### src/rtl/prim_chain_pipe.sv
// rtl/prim_chain_pipe.sv - pipelined, handshaked chain of 2-bit pair primitives
//
// Purpose: DEPTH registered stages, each applying the pair primitive once to
// every 2-bit pair of the word (increment: pair+1 mod 4, decrement: pair-1
// mod 4). The mode bit travels with its word. Valid/ready on both sides,
// with full throughput and stall-tolerant backpressure.
//
// Ports:
//   clk, rst               clock, synchronous active-high reset
//   in_valid/in_ready      input handshake
//   in_data, in_dec        input word (pair j at [2j+1:2j]) and its mode
//   out_valid/out_ready    output handshake
//   out_data, out_dec      result word and the mode it was processed with
//   occupancy              number of valid words held, 0..DEPTH
module prim_chain_pipe #(
  parameter int IO_PAIRS = 4,
  parameter int DEPTH    = 3,
  parameter int OCC_W    = $clog2(DEPTH + 1)
) (
  input  logic                  clk,
  input  logic                  rst,
  input  logic                  in_valid,
  output logic                  in_ready,
  input  logic [IO_PAIRS*2-1:0] in_data,
  input  logic                  in_dec,
  output logic                  out_valid,
  input  logic                  out_ready,
  output logic [IO_PAIRS*2-1:0] out_data,
  output logic                  out_dec,
  output logic [OCC_W-1:0]      occupancy
);

  localparam int W = IO_PAIRS * 2;

  logic [DEPTH-1:0] v;
  logic [DEPTH-1:0] m;
  logic [W-1:0]     d [DEPTH];

  logic [DEPTH-1:0] up_v;
  logic [DEPTH-1:0] load;
  logic [DEPTH-1:0] drain;
  logic [W-1:0]     nxt_d [DEPTH];
  logic [DEPTH-1:0] nxt_m;
  logic             take_next;
  logic             stage_take;
  logic             in_xfer;
  logic             out_xfer;
  logic [OCC_W-1:0] occ;

  // One primitive step on every pair: lo' = ~lo, hi' = hi ^ lo (inc) or
  // hi ^ ~lo (dec). The dec case folds into hi ^ lo ^ dec.
  function automatic logic [W-1:0] prim(input logic [W-1:0] x, input logic dec);
    logic [W-1:0] r;
    r = '0;
    for (int j = 0; j < IO_PAIRS; j++) begin
      r[2*j]   = ~x[2*j];
      r[2*j+1] = x[2*j+1] ^ x[2*j] ^ dec;
    end
    return r;
  endfunction

  // Valid bit feeding each stage: in_valid for stage 0, v[k-1] otherwise.
  assign up_v  = (v << 1) | DEPTH'(in_valid);
  assign nxt_m = (m << 1) | DEPTH'(in_dec);

  always_comb begin
    nxt_d[0] = prim(in_data, in_dec);
    for (int k = 1; k < DEPTH; k++) begin
      nxt_d[k] = prim(d[k-1], m[k-1]);
    end
  end

  // Ready ripples from the output back to the input. Walking the stages from
  // last to first with a scalar carry keeps this a simple chain; it never
  // touches in_valid, so in_ready is independent of in_valid.
  always_comb begin
    load       = '0;
    drain      = '0;
    take_next  = 1'b0;
    stage_take = 1'b0;
    for (int k = DEPTH - 1; k >= 0; k--) begin
      if (k == DEPTH - 1) begin
        drain[k] = v[k] & out_ready;
      end else begin
        drain[k] = v[k] & take_next;
      end
      stage_take = ~v[k] | drain[k];
      load[k]    = stage_take & up_v[k];
      take_next  = stage_take;
    end
  end

  assign in_ready  = take_next;
  assign in_xfer   = in_valid & in_ready;
  assign out_xfer  = v[DEPTH-1] & out_ready;
  assign out_valid = v[DEPTH-1];
  assign out_data  = d[DEPTH-1];
  assign out_dec   = m[DEPTH-1];
  assign occupancy = occ;

  always_ff @(posedge clk) begin
    if (rst) begin
      v   <= '0;
      m   <= '0;
      occ <= '0;
      for (int k = 0; k < DEPTH; k++) begin
        d[k] <= '0;
      end
    end else begin
      for (int k = 0; k < DEPTH; k++) begin
        if (load[k]) begin
          v[k] <= 1'b1;
          d[k] <= nxt_d[k];
          m[k] <= nxt_m[k];
        end else if (drain[k]) begin
          // Emptied without a refill: becomes a bubble, data left as-is.
          v[k] <= 1'b0;
        end
      end
      if (in_xfer && !out_xfer) begin
        occ <= occ + OCC_W'(1);
      end else if (!in_xfer && out_xfer) begin
        occ <= occ - OCC_W'(1);
      end
    end
  end

endmodule

### config.mk
export PLATFORM = sky130hd
export DESIGN_NAME = prim_chain_pipe
export DESIGN_NICKNAME = d
export VERILOG_FILES = /design/src/rtl/prim_chain_pipe.sv
export SDC_FILE = /design/constraint.sdc
export NUM_CORES = 1
export LEC_CHECK = 0
export ABC_AREA = 0
export BUFFER_PORTS_ARGS = -buffer_cell sky130_fd_sc_hd__buf_2
export CAP_MARGIN = 15
export CORE_MARGIN = 3
export CORE_UTILIZATION = 29
export DETAILED_ROUTE_END_ITERATION = 8
export SLEW_MARGIN = 20
export SYNTH_ARGS = -nofsm -noshare
export SYNTH_HDL_FRONTEND = slang
export SYNTH_SLANG_ARGS = --single-unit
export TNS_END_PERCENT = 20
### constraint.sdc
create_clock -name clk -period 2.8 [get_ports clk]
set_clock_uncertainty 0.05 [all_clocks]
set_input_delay 0 -clock clk [delete_from_list [all_inputs] [get_ports clk]]
set_output_delay 0 -clock clk [all_outputs]
set_load 0.005 [all_outputs]
Word level (Yosys, flattened, before mapping)
Memory sizes are Yosys's and may differ from the RTL's.
Index checks and enable logic that the tools add are counted.
{"block": "totals", "register_bits": 8, "mem_bits_rw": 24, "inputBits": 13, "output_inout_bits": 13, "wordCells": 94, "n_memories": 1}
{"name": "d", "depth": 3, "width": 8, "rd": 3, "rd_clocked_by_memory_dff": 0, "wr": 3, "line": "37", "source": "logic [W-1:0] d [DEPTH];"}
{"block": "classes", "addsub": 2, "mux": 22, "bitwise": 54, "n_reduce_logical": 8}
{"operator": "8-bit 2-to-1 mux", "n": 3}
{"operator": "1-bit bitwise XOR", "n": 24}
{"operator": "1-bit 2-to-1 mux", "n": 17}
{"operator": "1-bit inverter", "n": 15}
{"operator": "2-bit nonzero test", "n": 4}
{"operator": "1-bit AND", "n": 7}
{"operator": "1-bit bitwise OR", "n": 6}
{"operator": "3-bit by 1-bit bitwise OR with 3-bit output", "n": 2}
{"operator": "2-bit 2-to-1 mux", "n": 2}
{"operator": "2-bit by 1-bit adder with 2-bit output (second input constant)", "n": 1}
{"operator": "1-bit logical AND", "n": 2}
{"operator": "1-bit zero test", "n": 2}
{"operator": "2-bit by 1-bit subtractor with 2-bit output (second input constant)", "n": 1}

Depth between registers and ports, before layout
{"block": "logic_depth", "word_depth": 11, "mapped_depth": 6, "depth_no_buf": 6}

Worst setup path after synthesis
No wires, ideal clock.
{"block": "synth_timing", "kind": "register to register", "start": "register v[1]", "end": "register occ[1] (netlist: occupancy[1])", "setup_time_ns": 0.072, "t_arrival_ns": 1.602, "t_required_ns": 2.678, "slack_ns": 1.076, "stages_incl_launch_ff": 6, "path_buffers": 0, "synth_period_minus_slack_ns": 1.724, "cell_sequence": "dfxtp_1 nand4b_2 and2_4 ha_1 or3_1 a21oi_1"}
{"block": "synth_via", "elab_chain_cells": 8, "word_cells_on_any_way": 11, "classes_between": "mux (1); bitwise (6); reduce/logical (4)"}
{"item": "start, declared", "line": "35", "source": "logic [DEPTH-1:0] v;"}
{"item": "start signal, assigned", "line": "103", "source": "v <= '0;"}
{"item": "start signal, assigned by index", "line": "112", "source": "v[k] <= 1'b1;"}
{"item": "start signal, assigned by index", "line": "117", "source": "v[k] <= 1'b0;"}
{"item": "1-bit AND / 1-bit inverter (equally long branches)", "line": "85, 87"}
{"item": "1-bit bitwise OR (*)", "line": "87", "source": "stage_take = ~v[k] | drain[k];"}
{"item": "1-bit AND (*)", "line": "85", "source": "drain[k] = v[k] & take_next;"}
{"item": "1-bit bitwise OR (*)", "line": "87"}
{"item": "net in_ready", "line": "23", "source": "output logic in_ready,"}
{"item": "1-bit AND (*)", "line": "94", "source": "assign in_xfer = in_valid & in_ready;"}
{"item": "net in_xfer", "line": "46", "source": "logic in_xfer;"}
{"item": "1-bit zero test", "line": "122", "source": "end else if (!in_xfer && out_xfer) begin"}
{"item": "1-bit logical AND", "line": "122"}
{"item": "2-bit nonzero test (no line)"}
{"item": "end signal, assigned", "line": "121", "source": "occ <= occ + OCC_W'(1);"}
{"item": "end signal, assigned", "line": "123", "source": "occ <= occ - OCC_W'(1);"}
{"item": "end, declared", "line": "48", "source": "logic [OCC_W-1:0] occ;"}
Mark *: on every way through the listed nets, which the timed path passes. The rest lies on a longest branch.
A chain may end at the register's enable or synchronous reset.

Worst setup path after layout
{"block": "layout_timing", "start": "register v[1]", "end": "register occ[1] (netlist: occupancy[1])"}
{"block": "layout_via", "elab_chain_cells": 8, "word_cells_on_any_way": 11, "classes_between": "mux (1); bitwise (6); reduce/logical (4)"}
{"item": "1-bit AND / 1-bit inverter (equally long branches)", "line": "85, 87"}
{"item": "1-bit bitwise OR (*)", "line": "87"}
{"item": "1-bit AND (*)", "line": "85"}
{"item": "1-bit bitwise OR (*)", "line": "87"}
{"item": "1-bit AND (*)", "line": "94"}
{"item": "net in_xfer", "line": "46"}
{"item": "1-bit zero test", "line": "122"}
{"item": "1-bit logical AND", "line": "122"}
{"item": "2-bit nonzero test (no line)"}
Marked as above.

==> results_dict.tcl <==
set metrics [dict create \
    status "complete, no violations" \
    drv_slew 0 \
    cpLargestDelayFamily "simple AND/OR/NAND/NOR gates" \
    finish.utilization 0.356 \
    placement_rows 26 \
    power.static_leakage_nw 0.724 \
    ctsRootBufferMaster "clkbuf_8" \
    final_antenna_net_count 0 \
    f_max_ghz 0.547 \
    clkLatencyLatePin_ns 0.28 \
    setup_crit_path_kind "register to register" \
    ys_dominant_reg_cell "edfxtp_1" \
    netlist_area_um2 1660 \
    port_buffers 25 \
    postCtsSetupBuffers 0 \
    detailedPlacementHpwl_um 1650 \
    final_min_period_over_clock_period 0.653 \
    placement.cell_area_um2 1750 \
    area_delta_synth_final_pct 13.7 \
    cts_repair_resize_count 0 \
    timing.critical_path.cells "nand4b_2, and2_4, ha_1, or3_1, a21oi_1" \
    synth_edf_count 24 \
    finalNonFillerCells 221 \
    worst_hold_startpoint "in_dec" \
    antenna-diode-count 0 \
    overflow_left_after_global_routing 0 \
    netlist-cell-type-count 31 \
    timing.critical_path.slowest_cell_delay_ns 0.49 \
    ir_drop_v 0.000231 \
    crit_path_max_fanout 7 \
    place_ws_ns 0.994 \
    synthesis.yosys.warnings 0 \
    slew_headroom 0.417 \
    numClockSinks 32 \
    worst_setup_path_end_kind "register" \
    ff2ff_path_depth 5 \
    min_to "m[0]" \
    grt_start_max_net_pins 37 \
    crit_slowest_cell "dfxtp_1" \
    synth.ff_latch_count 32 \
    antenna_found_initial 0 \
    number_of_hold_buffers_added_after_cts 5 \
    synth_nets 144 \
    io-pin-count 26 \
    post-route-min-period_ns 1.83 \
    hold_depth 3 \
    post_route_cell_area_um2 1890 \
    global_route_wire_length_before_repair_um 3830 \
    post-route-drc-count 0 \
    proportion_of_synthesized_flip_flops_having_asynchronous_set_or_reset 0 \
    power_density_nw_per_um2 570 \
    first_global_vias 885 \
    final-setup-viol-count 0 \
    critical_path_startpoint_category "register" \
    critical_path.n_buffers_inverters 0 \
    routed-via-count 935 \
    detailed_routing_iterations_pass_1 4 \
    r2r_start "v[1]" \
    detail_route.wl_per_cell_um 10.1 \
    cap_violations 0 \
    critical_path_arrival_ns 1.98 \
    floorplan.initialDensity 0.313 \
    cts_htree_levels 2 \
    hold_path_class "primary input to register" \
    die_h_um 81.6 \
    syn_avg_cell_area_um2 12.8 \
    route.final.wire_length_um 2230 \
    final_layout_size_suffix_gt1_frac 0.384 \
    tritoncts "yes" \
    globalRouteTotalUtil 0.0773 \
    critical_path_required_ns 2.95 \
    timing.final.hold_violations 0 \
    die_area_um2 6660 \
    globalplace.congestion 0.791 \
    cts-buffers-inserted 5 \
    fin_nets 164 \
    placed_cells_incl_taps 208 \
    rrSetupSlack_ns 0.97 \
    synth_sequential_area_ratio 0.531 \
    rr_endpoint "occupancy[1]" \
    clkSlewWorstSetupHoldPaths_ns 0.06 \
    slew_at_the_pin_closest_to_its_max_slew_limit_ns 0.875 \
    tns_ns 0 \
    postSynthCellCount 130 \
    core_region_area_um2 5300 \
    vias_per_cell 4.23 \
    fin_ws_ns 0.971 \
    rsz0062_at_grt "false" \
    fp.dieW_um 81.6 \
    cts-root-to-sink-buffers 2 \
    dr.first_iter.drc_count 23 \
]
cells in the mapped netlist, types with 2 or more instances:
| library cell | count | share of area |
|---|---|---|
| dfxtp_1 | 8 | 0.097 |
| buf_1 | 2 | 0.0045 |
| clkbuf_1 | 4 | 0.0090 |
| nor3_2 | 20 | 0.12 |
| o21ai_0 | 2 | 0.0060 |
| edfxtp_1 | 24 | 0.43 |
| xnor2_1 | 12 | 0.063 |
| o21ai_1 | 2 | 0.0060 |
| nor2_1 | 2 | 0.0045 |
| nand2_1 | 2 | 0.0045 |
| buf_4 | 8 | 0.036 |
| xor2_1 | 14 | 0.074 |
| inv_1 | 2 | 0.0045 |
| nor3_1 | 4 | 0.012 |
| buf_8 | 2 | 0.018 |
| a21oi_1 | 5 | 0.015 |
| nand2b_1 | 3 | 0.011 |
where the power goes:
part	internal, mW	switching, mW	total, mW
logic	0.0813	0.0824	0.164
registers	0.559	0.0242	0.584
clock network	0.168	0.160	0.328
total	0.809	0.266	1.08
final cells by class:
class	instances	area, um^2
tap	70	87.6
multi-input combinational	79	653
clock buffer	5	68.8
clock inverter	3	13.8
timing repair buffer	30	175
sequential	32	881
inverter	2	7.51
fill	513	3420
registers in the layout, indices dropped and copies added (netlist names):
register   count
d             24
m              3
v              3
occupancy      2
kinds of logic after synthesis:
kind of cell,count (synthesis),synth area share
buf+inv,19,0.0754
fa+ha+maj,1,0.00754
compound gates,11,0.0452
simple gates,40,0.198
xor+xnor,26,0.137
mux,1,0.00603
flops,32,0.531
worst min-delay path: stages:
cell      delay, ns
buf_2          0.15
nand4b_1       0.10
o21ai_1        0.07
routing by layer:
metal	wire (um)	GRT usage
met4	62	0.0598
met5	0	0
met1	987	0.0844
met2	1060	0.125
met3	120	0.0230
worst max path at each step:
stage / endpoint / depth (start not counted) / startpoint
global route: d[0][21] / 3 / v[1]
finish: occupancy[1] / 5 / v[1]
detailed placement: occupancy[1] / 5 / v[1]
floorplan: occupancy[1] / 5 / v[1]
global placement: occupancy[1] / 5 / v[1]
CTS: occupancy[1] / 5 / v[1]
placed cells by master (no fill, tap or decap), types with 2 or more instances in the layout:
| cell | count |
|---|---|
| xnor2_1 | 12 |
| xor2_1 | 14 |
| nor3_1 | 4 |
| nor2_1 | 2 |
| edfxtp_1 | 24 |
| nor3_2 | 20 |
| dfxtp_1 | 8 |
| o21ai_1 | 2 |
| clkinv_2 | 2 |
| nand2b_1 | 3 |
| clkbuf_8 | 5 |
| o21ai_0 | 2 |
| inv_1 | 2 |
| nand2_1 | 2 |
| dlygate4sd3_1 | 5 |
| buf_2 | 25 |
| a21oi_1 | 5 |
through the flow:
step	hold slack (ns)	power, mW
floorplan	0.0791	0.734
global placement	0.219	0.749
detailed placement	0.227	0.756
CTS	0.0377	1.09
global route	0.0482	1.13
finish	0.0447	1.08
(Power assumes the default switching activity.)
